File: config.mk
export PLATFORM = sky130hd
export DESIGN_NAME = nes_pad_responder
export DESIGN_NICKNAME = d
export VERILOG_FILES = /design/src/rtl/nes_pad_responder.sv
export SDC_FILE = /design/constraint.sdc
export NUM_CORES = 1
export LEC_CHECK = 0
export CORE_MARGIN = 5
export CORE_UTILIZATION = 42
export DETAILED_ROUTE_END_ITERATION = 12
export GPL_TIMING_DRIVEN = 0
export PLACE_DENSITY = 0.72
export SYNTH_ARGS = -nofsm -noshare
export SYNTH_HDL_FRONTEND = slang
export SYNTH_SLANG_ARGS = --single-unit
File: constraint.sdc
create_clock -name clk -period 1.1 [get_ports clk]
set_input_delay 0.22 -clock clk [delete_from_list [all_inputs] [get_ports clk]]
set_output_delay 0.22 -clock clk [all_outputs]
set_load 0.01 [all_outputs]
File: src/rtl/nes_pad_responder.sv
// nes_pad_responder: 4021-style NES pad responder; optional turbo A/B under NES_PAD_TURBO_EN
module nes_pad_responder #(
    parameter int TURBO_FRAMES = 2
) (
    input  logic       clk,
    input  logic       reset,
    input  logic [7:0] buttons,
    input  logic       turbo_a,
    input  logic       turbo_b,
    input  logic       nes_latch,
    input  logic       nes_pulse,
    output logic       nes_data,
    output logic [3:0] bit_count,
    output logic       frame_done,
    output logic [7:0] poll_count
);
    logic       l_meta, l_sync, l_prev;
    logic       p_meta, p_sync, p_prev;
    logic       l_rise, p_rise;
    logic [7:0] shift;
    logic [7:0] eb;

    // bring latch and pulse into the clk domain and keep one cycle of history for edge detection
    always_ff @(posedge clk or negedge reset)
        if (!reset) {l_meta, l_sync, l_prev, p_meta, p_sync, p_prev} <= '0;
        else begin
            {l_meta, l_sync, l_prev} <= {nes_latch, l_meta, l_sync};
            {p_meta, p_sync, p_prev} <= {nes_pulse, p_meta, p_sync};
        end

    assign l_rise = l_sync & ~l_prev;
    assign p_rise = p_sync & ~p_prev;

`ifdef NES_PAD_TURBO_EN
    logic [7:0] turbo_cnt;
    logic       phase;

    // phase flips on the latch edge after TURBO_FRAMES polls have been served in the current phase
    always_ff @(posedge clk or negedge reset)
        if (!reset) begin
            turbo_cnt <= '0;
            phase     <= 1'b0;
        end else if (l_rise) begin
            phase     <= (turbo_cnt == 8'(TURBO_FRAMES)) ? ~phase : phase;
            turbo_cnt <= (turbo_cnt == 8'(TURBO_FRAMES)) ? 8'd1 : turbo_cnt + 8'd1;
        end

    assign eb = {buttons[7:2], buttons[1] | (turbo_b & phase), buttons[0] | (turbo_a & phase)};
`else
    logic unused_turbo;
    assign unused_turbo = turbo_a | turbo_b;
    assign eb = buttons;
`endif

    // latch loads transparently; pulse edges shift with released (0) fill; counters saturate/wrap
    always_ff @(posedge clk or negedge reset)
        if (!reset) begin
            shift      <= 8'h00;
            nes_data   <= 1'b1;
            bit_count  <= 4'd8;
            frame_done <= 1'b0;
            poll_count <= 8'd0;
        end else begin
            frame_done <= 1'b0;
            if (l_rise) poll_count <= poll_count + 8'd1;
            if (l_sync) begin
                shift     <= eb;
                bit_count <= 4'd0;
                nes_data  <= ~eb[0];
            end else if (p_rise) begin
                shift      <= {1'b0, shift[7:1]};
                nes_data   <= ~shift[1];
                bit_count  <= (bit_count == 4'd8) ? 4'd8 : bit_count + 4'd1;
                frame_done <= bit_count == 4'd7;
            end
        end
endmodule

Word level (Yosys, flattened, before mapping):

Index checks and enable logic that the tools add are counted.

* add/subtract/negate cells: 2
* eq/ne operators: 2
* muxes and demuxes: 9
* bitwise operators: 6
* reduce and logical (&&, ||, !) cells: 1

Operators by type and width (count)
* two-way mux 8 bit: 2
* two-way mux 4 bit: 3
* adder 8 x 1 -> 8 bit, second input constant: 1
* adder 4 x 1 -> 4 bit, second input constant: 1
* equality test 4 x 3 -> 1 bit, second input constant: 1
* equality test 4 bit, second input constant: 1
* two-way mux 1 bit: 4
* inverter 1 bit: 4
* bitwise AND 1 bit: 2
* nonzero test 2 bit: 1

* flip-flop bits (word level): 28
* input port bits: 14
* output and inout bits: 14
* word-level logic and storage cells: 31

Depth between registers and ports, before layout:

Gate-level depths: netlist of the first run.

* depth in word-level cells: 4
* mapped depth: 5
* depth with buffers taken out: 5

Least setup slack after synthesis of the first run:

Ideal clock, no wire load.

* path kind: reg2reg
* from: register bit_count[0]
* to: register bit_count[0]
* setup time: 0.078 ns
* data arrival time: 1.135 ns
* required time: 1.022 ns
* slack: -0.114 ns
* stages on the path, launching flop included: 5
* path buffers: 0
* period minus slack after synthesis: 1.214 ns
* cell sequence: dfrtp_1 -> inv_1 -> ha_1 -> a311o_1 -> a21oi_1

* longest elaborated chain between the ends: 4
* elaborated cells between the ends (all ways): 5
* classes of those cells: 1 x add/sub; 1 x eq/ne; 3 x mux

Ends and longest elaborated chain
* from (decl): RTL line 13 `output logic [3:0] bit_count,`
* from (signal assigned): RTL line 73 `bit_count <= (bit_count == 4'd8) ? 4'd8 : bit_count + 4'd1;`
* adder 4 x 1 -> 4 bit or equality test 4 bit (tied branches): RTL line 73
* two-way mux 4 bit *: RTL line 73
* two-way mux 4 bit *: RTL line 70 `end else if (p_rise) begin`
* two-way mux 4 bit *: RTL line 66 `if (l_sync) begin`

Mark *: on every way between the ends. The rest lies on a longest branch, timed or not. The select of a mux whose other input is x is not followed.
A chain may end at the register's enable or synchronous reset.

Worst setup path in the final report of the first run:

* from: register nes_data
* to: output nes_data

RTL lines
* from (decl): RTL line 12 `output logic nes_data,`
* from (signal assigned): RTL line 69 `nes_data <= ~eb[0];`
* from (signal assigned): RTL line 72 `nes_data <= ~shift[1];`

No word-level cell between the ends.

==> impl_metrics.toml, run 1 <==
[run_status]
status = "complete, but fails checks"
failed_checks = "negative setup slack"

[sta]
drv_slew = 0
hold_ws_ns = 0.316
slew-limit-headroom_pct = 56.8
fin_crit_ns = 1.20
max_freq_mhz = 831
worst_pin_slew_ns = 0.648
fin_worst_skew_ns = 0.00462
fin_ws_ns = -0.103
hold_viol = 0
finalSetupViolCount = 12
final.period_utilization_pct = 109
tns_ns = -0.631
grt_setup_unrepaired = "true"

[routing]
drt_pre_antenna_iters = 4
drtIter0Drc = 8
via_count = 862
avgRoutedWirePerCell_um = 13.8
routed_wirelength_um = 2370
postRouteAntennaNets = 0
drc = 0
vias_per_cell = 5.01

[setup_path]
arrival_ns = 0.98
cp-end-kind = "primary output"
max_stage_delay_ns = 0.57
cp.required_ns = 0.88
worstSetupStartpointType = "flop"
crit_fanout = 2
crit_slowest_cell = "dfstp_2"
worstSetupPathType = "reg2out"
crit_family = "flip-flops"
cp_cell_sequence = "buf_6"
path_buf_inv = 1

[logic_synthesis]
async_flop_share_pct = 100
synth_mux_area_share_pct = 8.17
avgSynthCellArea_um2 = 12.0
synth_cells = 93
synth_nets = 110
synth_seq_cells = 27
synth_top_area_cell = "dfrtp_1"
synth_area_um2 = 1120
synth_compound_area_share_pct = 6.94
synth_adder_area_share_pct = 3.36
synthSimpleGateAreaFrac_pct = 13.0
synth_edf_count = 0
synth_top_family_by_area = "simple AND/OR/NAND/NOR gates"
yosysSeqAreaShare_pct = 60.7
synth-warning-count = 0
yosysMostFrequentCell = "dfrtp_1"
synth-xor-area-share_pct = 5.49
synth.top_cell.area_share_pct = 56.0
synth_common_cells = "25 x dfrtp_1, 12 x nand2_1, 8 x mux2i_1, 8 x o21ai_0, 6 x xnor2_1"
netlist-cell-type-count = 25
synth.top_cells.by_area = "dfrtp_1 56%, mux2i_1 7.2%, dfstp_2 4.7%"
ys.flop_type = "dfrtp_1"

[clock_tree]
cts_buffers = 3
clk-insertion-delay-late_ns = 0.32
cts_root_buffer = "clkbuf_4"
clockBufferDepth = 2
htreeDepth = 1
cts_tree = "built"
cts_num_sinks = 27
clkTransAtPathRegs_ns = 0.14

[final_layout]
areaGrowthSynthToFinish_pct = 48.6
diodes = 0
multi_input_area_um2 = 488
regArea_um2 = 682
nFillCells = 195
layout-drive-gt1-share_pct = 41.5
layout.nets = 160
fin_cells = 172

[power]
p_int_mw = 1.82
p_sw_mw = 0.787
peakVddDrop_mv = 1.12
p_leak_nw = 0.782
swShare_pct = 30.2
p_per_area_nw_per_um2 = 1570
seq_power_share_pct = 48.1
p_clk_share_pct = 16.1
comb_power_share_pct = 35.8

[die]
design.die.area_um2 = 3790
io_pins = 28
core_area_um2 = 2500
num_rows = 18
die_h_um = 61.6
initial_core_util_pct = 44.7
fp.dieW_um = 61.6

[placement]
dp_cells = 148
detailed_place_hpwl_um = 1480
gp_congestion = 0.689
numPortBuffers = 25

[grt]
grt_start_max_net_pins = 28
gr-total-overflow = 0
antenna_found_initial = 0
grt_pass1_wl_um = 4040
first_global_vias = 903
grt_util_all_layers_pct = 14.6

[min_path]
hold_class = "in2reg"

[flow_run]
drv_cap = 0
==> per-layer routing <==
layer	vias to the layer above	track usage [%]	share of wire [%]
met3	4	2.31	3.8
met5	-	0	0
met4	0	6.36	1.5
li1	422	-	-
met2	15	24.8	50
met1	421	18.3	44
==> registers in the layout (all words and copies together), names as in the netlist <==
register,flops
l_meta,1
l_prev,1
bit_count,4
p_prev,1
p_meta,1
frame_done,1
nes_data,1
shift,7
p_sync,1
poll_count,8
l_sync,1
==> metrics by stage <==
stage	worst slack [ns]	util [%]	power, mW	cell area (µm²)
CTS	-0.125	63.7	2.59	1590
global route	-0.153	66.4	2.79	1660
floorplan	-0.00870	-	1.55	1120
detailed placement	-0.666	56.4	1.91	1410
global placement	-0.641	56.4	1.88	1410
finish	-0.103	66.4	2.61	1660
==> cell families after synthesis <==
group,Yosys count
compound gates,14
fa+ha+maj,3
flops,27
simple gates,27
mux,9
xor+xnor,7
buf+inv,6
==> worst paths after layout <==
kind	slack [ns]	depth (start not counted)	to	from
worst max-delay path	-0.10	1	nes_data	nes_data
worst min-delay path	0.32	1	p_meta	nes_pulse
worst max register to register	-0.10	5	bit_count[0]	bit_count[0]
worst min register to register	0.37	0	p_sync	p_meta
max in group asynchronous	0.21	2	bit_count[0]	reset
min in group asynchronous	0.43	2	poll_count[1]	reset
==> final cells by class <==
cell class,count,share of cell area (%)
clock buffers,3,1.36
well taps,30,2.26
plain buffers,3,1.28
flip-flops and latches,27,41.1
clock inverters,1,0.301
multi-input cells,60,29.4
repair buffers,45,23.5
inverters,3,0.829
==> placed cells by master, fill, tap and decap left out, drive strengths merged, types with 2 or more instances in the layout <==
cell type / instances
dfrtp: 25
o21ai: 8
nand4: 4
buf: 35
ha: 3
mux2i: 8
a21oi: 4
nor2: 2
xnor2: 6
nand3b: 2
dfstp: 2
nand2: 12
clkbuf: 5
clkdlybuf4s50: 10
inv: 3
==> power groups by stage <==
stage | registers [mW] | clock network, mW | logic [mW]
final | 1.25 | 0.420 | 0.935
after global routing | 1.27 | 0.477 | 1.04
after CTS | 1.25 | 0.443 | 0.897
after detailed placement | 1.33 | 0 | 0.580
after global placement | 1.32 | 0 | 0.558
after floorplan | 1.35 | 0 | 0.207
==> repair_timing <==
action | 4_1_cts | 5_1_grt
buffers inserted | 16 | 2
endpoints found under the hold margin | 0 | 25
pin swaps | 10 | 4
setup endpoints to repair | 52 | 59
gates cloned | 1 | 0
hold buffers | 0 | 1
resized for setup | 79 | 20
Note: power is estimated with default switching activity, not from simulation.
==> run 2: changes to the inputs <==
--- a/config.mk
+++ b/config.mk
@@ -6,10 +6,11 @@
 export NUM_CORES = 1
 export LEC_CHECK = 0
 export CORE_MARGIN = 5
-export CORE_UTILIZATION = 42
+export CORE_UTILIZATION = 43
 export DETAILED_ROUTE_END_ITERATION = 12
+export DONT_BUFFER_PORTS = 1
 export GPL_TIMING_DRIVEN = 0
-export PLACE_DENSITY = 0.72
+export PLACE_DENSITY = 0.59
 export SYNTH_ARGS = -nofsm -noshare
 export SYNTH_HDL_FRONTEND = slang
 export SYNTH_SLANG_ARGS = --single-unit
==> run 2 against run 1 <==
Against the previous run: the run still ends with negative setup slack left; sequential share of layout area up 8.8 points; design area down 17%; critical path depth up 3; fmax up 3.1%; largest cell class unchanged; highest routed layer is now met3.
==> impl_metrics.toml, run 2 (synthesized netlist as in run 1, its figures left out) <==
[run_status]
status = "complete, but fails checks"
failed_checks = "negative setup slack"

[placement]
placed_area_um2 = 1160
gp_congestion = 0.743
numPortBuffers = 0
detailed_place_hpwl_um = 1350

[sta]
fin_crit_ns = 1.17
drv_slew = 0
finalSetupViolCount = 7
worst_pin_slew_ns = 0.286
max_freq_mhz = 857
final.period_utilization_pct = 106
hold_viol = 0
slew-limit-headroom_pct = 80.7
fin_ws_ns = -0.0667
fin_worst_skew_ns = 0.00948
grt_setup_unrepaired = "true"

[grt]
antenna_found_initial = 0
grt_start_max_net_pins = 28
first_global_vias = 722
busiest_layer = "met2"
gr-usage-met2_pct = 18.0
grt_util_all_layers_pct = 11.9
met1_usage_pct = 16.7
met3_usage_pct = 3.19
grt_pass1_wl_um = 3280
gr-total-overflow = 0

[final_layout]
largest_reg_flops = 8
regMostFlops = "poll_count"
final_common_cell = "dfrtp_1"
mostFrequentLayoutCells = "18 x dfrtp_1, 12 x nand2_1, 9 x dlygate4sd3_1, 8 x mux2i_1, 7 x dfrtp_2"
largest_registers = "poll_count (8), shift (7), bit_count (4)"
diodes = 0
layout-drive-gt1-share_pct = 26.4
layout.nets = 128
areaGrowthSynthToFinish_pct = 23.3
postLayoutCellArea_um2 = 1380

[routing]
drt_pre_antenna_iters = 4
routed_wirelength_um = 2070
vias_per_cell = 5.19
via_count = 727
drc = 0
postRouteAntennaNets = 0
avgRoutedWirePerCell_um = 14.8
drtIter0Drc = 30

[die]
core_area_um2 = 2480
io_pins = 28
die_h_um = 61.0
initial_core_util_pct = 45.1
design.die.area_um2 = 3720
num_rows = 18
fp.dieW_um = 61.0

[clock_tree]
clockBufferDepth = 2
cts_tree = "built"
cts_root_buffer = "clkbuf_4"
clk-insertion-delay-late_ns = 0.32
htreeDepth = 1
cts_buffers = 3
clkTransAtPathRegs_ns = 0.14
cts_num_sinks = 27

[setup_path]
crit_fanout = 6
worstSetupStartpointType = "flop"
arrival_ns = 1.42
worstSetupPathType = "reg2reg"
cp.required_ns = 1.35
cp-end-kind = "flop"

[power]
power_mw = 2.12
p_per_area_nw_per_um2 = 1540
peakVddDrop_mv = 0.965
p_leak_nw = 0.608

[min_path]
hold_class = "in2reg"

[flow_run]
drv_cap = 0
## run 2: changes by cell type in the layout (fill, tap and decap cells not counted), moves of 3 or more
cell / previous run / this run
buf_4: 14 / 2
buf_6: 13 / 2
clkdlybuf4s50_1: 10 / 0
buf_2: 8 / 0
dlygate4sd3_1: 1 / 9
dfrtp_1: 22 / 18
dfrtp_2: 3 / 7
o21ai_0: 2 / 5
o21ai_1: 6 / 3
## run 2: metrics by stage
stage | hold slack [ns] | instances | utilization [%] | TNS [ns] | worst slack [ns]
floorplan | -0.0756 | 93 | - | -0.00870 | -0.00870
global placement | -0.0749 | 123 | 46.8 | -0.482 | -0.0813
detailed placement | -0.0748 | 123 | 46.8 | -0.742 | -0.119
CTS | 0.000998 | 135 | 52.8 | -0.365 | -0.0713
global route | 0.00353 | 140 | 55.6 | -0.949 | -0.134
finish | 0.0163 | 140 | 55.6 | -0.263 | -0.0667
## run 2: path summary, 6_finish.rpt
check,from,end,slack (ns),cells past startpoint
worst min register to register,p_meta,p_sync,0.37,0
min in group asynchronous,reset,bit_count[0],0.32,2
worst max register to register,bit_count[0],bit_count[0],-0.07,4
worst min-delay path,buttons[1],shift[1],0.02,2
worst max-delay path,bit_count[0],bit_count[0],-0.07,4
max in group asynchronous,reset,bit_count[3],0.55,2
## run 2: report_power, final
part / leakage, nW / internal [mW] / switching [mW] / total (mW)
combinational: 0.266 / 0.183 / 0.130 / 0.313
sequential: 0.324 / 1.16 / 0.236 / 1.39
clock: 0.0177 / 0.136 / 0.279 / 0.415
## run 2: cell type report
type	count	area (µm²)
fill	222	1100
sequential	27	687
multi-input combinational	60	457
timing repair buffer	13	136
tap	30	37.5
clock buffer	3	22.5
buffer	3	21.3
inverter	3	11.3
clock inverter	1	5.00
## run 2: worst max-delay path, cell delays in order (launching register included)
cell     delay (ns)
dfrtp_2        0.49
inv_2          0.07
ha_4           0.16
a311o_1        0.25
a21oi_1        0.13
## run 2: repair_timing
item,CTS,global route
gates cloned,1,0
buffers inserted,1,1
pin swaps,6,3
resized for setup,13,10
hold buffers,6,4
setup endpoints to repair,19,21
endpoints found under the hold margin,31,4
## run 2: routing by layer
| metal | share of wire (%) | up-vias |
|---|---|---|
| met2 | 48 | 13 |
| met1 | 48 | 358 |
| li1 | - | 356 |
| met4 | 0 | 0 |
| met3 | 4.8 | 0 |
| met5 | 0 | - |
==> run 3: changes to the inputs <==
--- a/config.mk
+++ b/config.mk
@@ -5,6 +5,7 @@
 export SDC_FILE = /design/constraint.sdc
 export NUM_CORES = 1
 export LEC_CHECK = 0
+export CORE_ASPECT_RATIO = 0.75
 export CORE_MARGIN = 5
 export CORE_UTILIZATION = 43
 export DETAILED_ROUTE_END_ITERATION = 12
==> run 3 against run 2 <==
Against the previous run: the flow still finishes with violations (negative setup slack); non-clock buffer count is 2 higher; count of clock-buffer cells in the layout stayed put; via count is 2.5% higher; sequential share of layout area is 1.9 points lower; register-to-register slack hardly changed; global-route usage is 0.52 points higher; total power is 2.6% higher; sequential power hardly changed; clock skew is 0.0068 ns lower; core utilization is 0.84 points higher; setup slack worse by 0.0036 ns; worst hold slack better by 0.030 ns.
==> impl_metrics.toml, run 3 (synthesized netlist as in run 1, its figures left out) <==
[final_layout]
nFillCells = 222
regMostFlops = "poll_count"
fin_cells = 148
postLayoutCellArea_um2 = 1440
areaGrowthSynthToFinish_pct = 28.4
layout.nets = 130
mostFrequentLayoutCells = "17 x dfrtp_1, 12 x nand2_1, 10 x dlygate4sd3_1, 8 x mux2i_1, 8 x dfrtp_2"
layout-drive-gt1-share_pct = 28.6
diodes = 0
largest_reg_flops = 8
post-route-util_pct = 56.4
final_common_cell = "dfrtp_1"
largest_registers = "poll_count (8), shift (7), bit_count (4)"

[sta]
hold_ws_ns = 0.0466
final.period_utilization_pct = 106
tns_ns = -0.226
worst_pin_slew_ns = 0.407
drv_slew = 0
slew-limit-headroom_pct = 72.9
hold_viol = 0
grt_setup_unrepaired = "true"
fin_worst_skew_ns = 0.00265
max_freq_mhz = 855
fin_crit_ns = 1.17
fin_ws_ns = -0.0703
finalSetupViolCount = 10

[grt]
grt_start_max_net_pins = 28
grt_util_all_layers_pct = 12.4
antenna_found_initial = 0
first_global_vias = 726
gr-total-overflow = 0
grt_pass1_wl_um = 3310

[setup_path]
worstSetupPathType = "reg2out"
cp-end-kind = "primary output"
worstSetupStartpointType = "flop"
crit_fanout = 6
arrival_ns = 0.95
cp.required_ns = 0.88

[clock_tree]
clk-insertion-delay-late_ns = 0.32
cts_tree = "built"
clkTransAtPathRegs_ns = 0.14
cts_num_sinks = 27
cts_buffers = 3
clockBufferDepth = 2
htreeDepth = 1
cts_root_buffer = "clkbuf_4"

[die]
die_h_um = 54.1
num_rows = 16
io_pins = 28
initial_core_util_pct = 43.9
design.die.area_um2 = 3730
core_area_um2 = 2540
fp.dieW_um = 68.9

[run_status]
failed_checks = "negative setup slack"
status = "complete, but fails checks"

[routing]
drc = 0
routed_wirelength_um = 2190
vias_per_cell = 5.03
drtIter0Drc = 31
postRouteAntennaNets = 0
drt_pre_antenna_iters = 4
avgRoutedWirePerCell_um = 14.8
via_count = 745

[placement]
placed_area_um2 = 1170
numPortBuffers = 0
detailed_place_hpwl_um = 1380
dp_cells = 129
dp_slack_ns = -0.110
gp_congestion = 0.689

[power]
comb_power_share_pct = 16.1
swShare_pct = 31.0
p_leak_nw = 0.621
p_sw_mw = 0.674
power_mw = 2.18
p_clk_share_pct = 19.4
p_per_area_nw_per_um2 = 1520
seq_power_share_pct = 64.5
p_int_mw = 1.50
peakVddDrop_mv = 0.861

[flow_run]
drv_cap = 0

[min_path]
hold_class = "in2reg"
run 3: cell type report:
cell class,count,area (µm²),share of cell area [%]
Sequential cell,27,688,48.0
Clock inverter,1,5.00,0.349
Timing Repair Buffer,15,168,11.7
Tap cell,36,45.0,3.14
Buffer,3,23.8,1.66
Inverter,3,11.3,0.785
Clock buffer,3,22.5,1.57
Multi-Input combinational cell,60,472,32.9
run 3: per-layer routing:
metal / vias up / routed length [µm] / share of wire, % / track usage, %
li1: 360 / - / - / -
met1: 366 / 979 / 45 / 14.1
met2: 17 / 1050 / 48 / 21.5
met3: 2 / 144 / 6.6 / 6.05
met4: 0 / 13 / 0.59 / 1.94
met5: - / 0 / 0 / 0
run 3: power by group through the flow:
stage / logic, mW / clock network (mW) / registers, mW
3_3_place_gp: 0.229 / 0 / 1.40
5_1_grt: 0.397 / 0.487 / 1.43
3_5_place_dp: 0.242 / 0 / 1.39
2_1_floorplan: 0.207 / 0 / 1.35
4_1_cts: 0.334 / 0.452 / 1.40
6_report: 0.350 / 0.423 / 1.40
run 3: what timing repair did:
item	CTS	global route
pin swaps	6	5
setup buffers	3	0
endpoints found under the hold margin	35	1
cloned	0	1
hold buffers	10	1
resized for setup	16	8
endpoints found under the setup margin	17	21
run 3: final timing paths:
path | slack, ns | end | cells past startpoint | start
max | -0.07 | bit_count[3] | 0 | bit_count[3]
min in group asynchronous | 0.34 | l_prev | 2 | reset
max in group asynchronous | 0.54 | nes_data | 2 | reset
min reg2reg | 0.37 | l_sync | 0 | l_meta
max reg2reg | -0.06 | bit_count[0] | 4 | bit_count[1]
min | 0.05 | shift[1] | 2 | buttons[1]
==> RTL change 1: new RTL, flow settings as in run 2 <==
Add a define of `NES_PAD_TURBO_EN`.
--- a/src/rtl/nes_pad_responder.sv
+++ b/src/rtl/nes_pad_responder.sv
@@ -1,4 +1,6 @@
 // nes_pad_responder: 4021-style NES pad responder; optional turbo A/B under NES_PAD_TURBO_EN
+`define NES_PAD_TURBO_EN
+
 module nes_pad_responder #(
     parameter int TURBO_FRAMES = 2
 ) (
Behaviour: not the same (a bounded check fails within 10 cycles, from zero or initial values and one cycle with reset low).
==> RTL change 1 against run 2 <==
  * The run still ends with setup timing left
  * Die area increased by 33%
  * Design area increased by 44%
  * Power increased by 62%
  * Routed wire length increased by 46%
  * Core utilization increased by 2.4 points
  * Area after synthesis increased by 40%
  * Clock skew about the same
  * Worst hold slack improved by 0.015 ns
  * Via count increased by 48%
  * Clock power increased by 90%
  * Worst setup slack got worse by 0.021 ns
  * Sequential cell count increased by 9
==> RTL change 1: results (changes against run 2) <==
synth-xor-area-share_pct: 7.30  # was 5.49%
arrival_ns: 1.46  # was 1.42 ns
post-cts-setup-buffers: 5  # was 1
top_regs: "poll_count (8), turbo_cnt (8), shift (7)"  # was poll_count (8), shift (7), bit_count (4)
cts.clk_slew.worst_paths_ns: 0.10  # was 0.14 ns
dp_hpwl_mm: 1.91  # was 1.35 mm
via_per_inst: 5.21  # was 5.19
ctsResizeCount: 15  # was 13
place_congestion: 0.715  # was 0.743
synth-seq-area-share_pct: 57.9  # was 60.7%
synth_area_leaders: "dfrtp_1 (55%), xnor2_1 (7.3%), mux2i_1 (5.1%)"  # was dfrtp_1 (56%), mux2i_1 (7.2%), dfstp_2 (4.7%)
finalWorstSetupSlack_ns: -0.0873  # was -0.0667 ns
violations: "setup timing"  # unchanged
drtIter0Drc: 27  # was 30
irDropWorstVdd_mv: 1.13  # was 0.965 mV
dpl_cell_area_um2: 1640  # was 1160 µm²
final-setup-viol-count: 13  # was 7
drive_gt1_share_pct: 28.7  # was 26.4%
total_leakage_power_uw: 0.000866  # was 0.000608 µW
h-tree-depth: 2  # was 1
cts_buffers: 5  # was 3
grt_max_degree: 37  # was 28
syn_inst: 136  # was 93
min_from: "turbo_a"  # was buttons[1]
clk_latency_ns: 0.34  # was 0.32 ns
r2r-end: "bit_count[2]"  # was bit_count[0]
wl_per_cell_um: 14.6  # was 14.8 µm
synth-compound-area-share_pct: 7.86  # was 6.94%
setup_tns_ns: -0.624  # was -0.263 ns
synth_nets: 155  # was 110
fin_skew_ns: 0.00991  # was 0.00948 ns
post-place-ws_ns: -0.159  # was -0.119 ns
nFillCells: 294  # was 222
synth_adder_area_share_pct: 4.01  # was 3.36%
ys_top_cells_by_count: "dfrtp_1 (34), nand2_1 (17), xnor2_1 (13)"  # was dfrtp_1 (25), nand2_1 (12), mux2i_1 (8), o21ai_0 (8), xnor2_1 (6)
muxShareOfSynthArea_pct: 5.13  # was 8.17%
status: "complete, but fails checks"  # unchanged
[RTL change 1: per-layer routing]
layer / up-vias / track usage (%) / wire length, µm
li1: 527 / - / -
met1: 515 / 16.3 / 1250
met2: 25 / 20.2 / 1570
met3: 6 / 6.03 / 151
met4: 0 / 5.32 / 49
met5: - / 0 / 0
[RTL change 1: cell type report]
| class | instances | area, µm² | area share (%) |
|---|---|---|---|
| well taps | 46 | 57.6 | 2.91 |
| inverters | 5 | 18.8 | 0.948 |
| plain buffers | 4 | 38.8 | 1.96 |
| repair buffers | 17 | 183 | 9.22 |
| clock buffers | 8 | 68.8 | 3.47 |
| flip-flops and latches | 36 | 915 | 46.2 |
| multi-input cells | 90 | 699 | 35.3 |
[RTL change 1: report_power, final]
part	internal, µW	total (µW)	switching [µW]	leakage [µW]
Sequential	1580	1930	351	0.000439
Combinational	406	718	312	0.000389
Clock	376	790	414	0.0000386
Total	2370	3440	1080	0.000866
[RTL change 1: worst max path at each step]
stage / from / end / slack [ns] / cells past startpoint
2_1_floorplan: bit_count[1] / bit_count[2] / -0.02 / 4
3_3_place_gp: l_sync / phase / -0.13 / 4
3_5_place_dp: l_sync / phase / -0.16 / 4
4_1_cts: bit_count[3] / bit_count[3] / -0.08 / 0
5_1_grt: l_sync / turbo_cnt[6] / -0.17 / 4
6_report: bit_count[0] / bit_count[2] / -0.09 / 4
[RTL change 1: critical path: cells and delay by family, from the launching register on]
| kind | cells | cell delay (ns) |
|---|---|---|
| AND/OR/NAND/NOR | 1 | 0.11 |
| flip-flops | 1 | 0.48 |
| AO/OA/AOI/OAI | 2 | 0.37 |
| adder cells (fa/ha/maj) | 1 | 0.15 |
==> RTL change 2: new RTL, settings of run 2 <==
Without the edit above. Compare `bit_count` against `4'd8` with >= in place of ==.
--- a/src/rtl/nes_pad_responder.sv
+++ b/src/rtl/nes_pad_responder.sv
@@ -70,7 +70,7 @@
             end else if (p_rise) begin
                 shift      <= {1'b0, shift[7:1]};
                 nes_data   <= ~shift[1];
-                bit_count  <= (bit_count == 4'd8) ? 4'd8 : bit_count + 4'd1;
+                bit_count  <= (bit_count >= 4'd8) ? 4'd8 : bit_count + 4'd1;
                 frame_done <= bit_count == 4'd7;
             end
         end
Formal check against the unedited RTL: no difference found for any inputs over 10 cycles, from zero or initial values and one cycle with reset low; that may be too few to reach the edited logic, so the function may still have changed.
==> RTL change 2 against run 2 <==
  * The flow still finishes with violations (setup timing)
  * First-iteration DRC count shrank 10%
  * Via count unchanged
  * Design area rose by 3.7%
  * Routed wire length fell by 2.2%
  * Combinational power is 22% higher
  * Worst setup slack worse by 0.17 ns
  * Area after synthesis increased by 0.67%
  * Worst hold slack improved by 0.0033 ns
  * Largest cell class unchanged
  * Sequential cell count unchanged
  * Power increased by 4.0%
  * Fmax is 13% lower
==> RTL change 2: results (changes against run 2) <==
status: "complete, but fails checks"  # unchanged
violations: "setup timing"  # unchanged
synth_nets: 112  # was 110
arrival_ns: 1.59  # was 1.42 ns
hold-worst-slack_ns: 0.0196  # was 0.0163 ns
ys_top_cells_by_count: "dfrtp_1 (25), nand2_1 (12), o21ai_0 (8), mux2i_1 (6), nor2_1 (5)"  # was dfrtp_1 (25), nand2_1 (12), mux2i_1 (8), o21ai_0 (8), xnor2_1 (6)
final-setup-viol-count: 13  # was 7
tightest_slew_ns: 0.258  # was 0.286 ns
wirelength_mm: 2.03  # was 2.07 mm
worstHoldEndpoint: "shift[7]"  # was shift[1]
grtUsageTotal_pct: 12.3  # was 11.9%
fin_skew_ns: 0.000945  # was 0.00948 ns
antenna_found_initial: 0  # unchanged
min_from: "buttons[7]"  # was buttons[1]
synth-seq-area-share_pct: 60.3  # was 60.7%
drtIter0Drc: 27  # was 30
irDropWorstVdd_mv: 0.947  # was 0.965 mV
yosys.cell_types.count: 28  # was 25
drive_gt1_share_pct: 29.1  # was 26.4%
finalWorstSetupSlack_ns: -0.236  # was -0.0667 ns
first_global_vias: 721  # was 722
dp_hpwl_mm: 1.33  # was 1.35 mm
wl_per_cell_um: 14.5  # was 14.8 µm
syn_inst: 95  # was 93
synth_area_leaders: "dfrtp_1 (56%), mux2i_1 (5.3%), dfstp_2 (4.7%)"  # was dfrtp_1 (56%), mux2i_1 (7.2%), dfstp_2 (4.7%)
first_pass_iters: 3  # was 4
place_congestion: 0.759  # was 0.743
r2r-end: "bit_count[1]"  # was bit_count[0]
total_leakage_power_uw: 0.000638  # was 0.000608 µW
grt_pass1_wl_mm: 3.38  # was 3.28 mm
RTL change 2: worst max path at each step:
stage	start	end	slack, ns	cells past startpoint
2_1_floorplan	p_prev	bit_count[2]	-0.15	4
3_3_place_gp	bit_count[1]	bit_count[1]	-0.20	4
3_5_place_dp	bit_count[1]	bit_count[1]	-0.22	4
4_1_cts	bit_count[0]	bit_count[1]	-0.22	4
5_1_grt	bit_count[0]	bit_count[1]	-0.29	4
6_report	bit_count[0]	bit_count[1]	-0.24	4
RTL change 2: metal layers:
layer | GRT usage [%] | part of all wire, % | vias to the layer above
li1 | - | - | 353
met1 | 16.4 | 45 | 354
met2 | 18.1 | 47 | 18
met3 | 3.77 | 6.9 | 2
met4 | 6.19 | 0.74 | 0
met5 | 0 | 0 | -
RTL change 2: layout make-up:
type                    instances  area, µm²
plain buffers                   3       25.0
well taps                      30       37.5
multi-input cells              62        485
clock buffers                   4       26.3
repair buffers                 12        161
flip-flops and latches         27        686
fillers                       206       1070
inverters                       2       7.51
RTL change 2: what timing repair did:
| item | in CTS | in global routing |
|---|---|---|
| hold buffers | 5 | 3 |
| gates resized for setup | 22 | 8 |
| buffers inserted | 2 | 1 |
| pin swaps | 5 | 3 |
| endpoints found under the hold margin | 30 | 3 |
| cloned | 1 | 0 |
| setup endpoints to repair | 19 | 20 |
RTL change 2: kinds of logic (layout without fill, tap and decap cells):
logic type	after synthesis	count (layout)	share of synthesized area, %
compound gates	14	14	6.90
fa+ha+maj	3	3	3.34
xor+xnor	7	7	5.45
mux	7	7	6.34
simple gates	31	31	14.9
flops	27	27	60.3
buf+inv	6	21	2.78
RTL change 2: power by group:
part	internal (µW)	total (µW)	switching, µW	leakage, µW
Sequential	1160	1410	251	0.000326
Combinational	233	383	150	0.000297
Clock	142	416	274	0.0000150
Total	1530	2210	676	0.000638
RTL change 2: critical path, delay by kind of cell (launching register included):
family | cells | cell delay [ns]
buffers and inverters | 1 | 0.06
and+or+nand+nor | 1 | 0.35
AOI/OAI and AO/OA | 1 | 0.12
adders and majority gates | 1 | 0.25
DFF | 1 | 0.50
RTL change 2: per-stage QoR:
step | instance area (µm²) | worst slack (ns)
2_1_floorplan | 1130 | -0.148
3_3_place_gp | 1170 | -0.203
3_5_place_dp | 1170 | -0.215
4_1_cts | 1350 | -0.216
5_1_grt | 1430 | -0.288
6_report | 1430 | -0.236
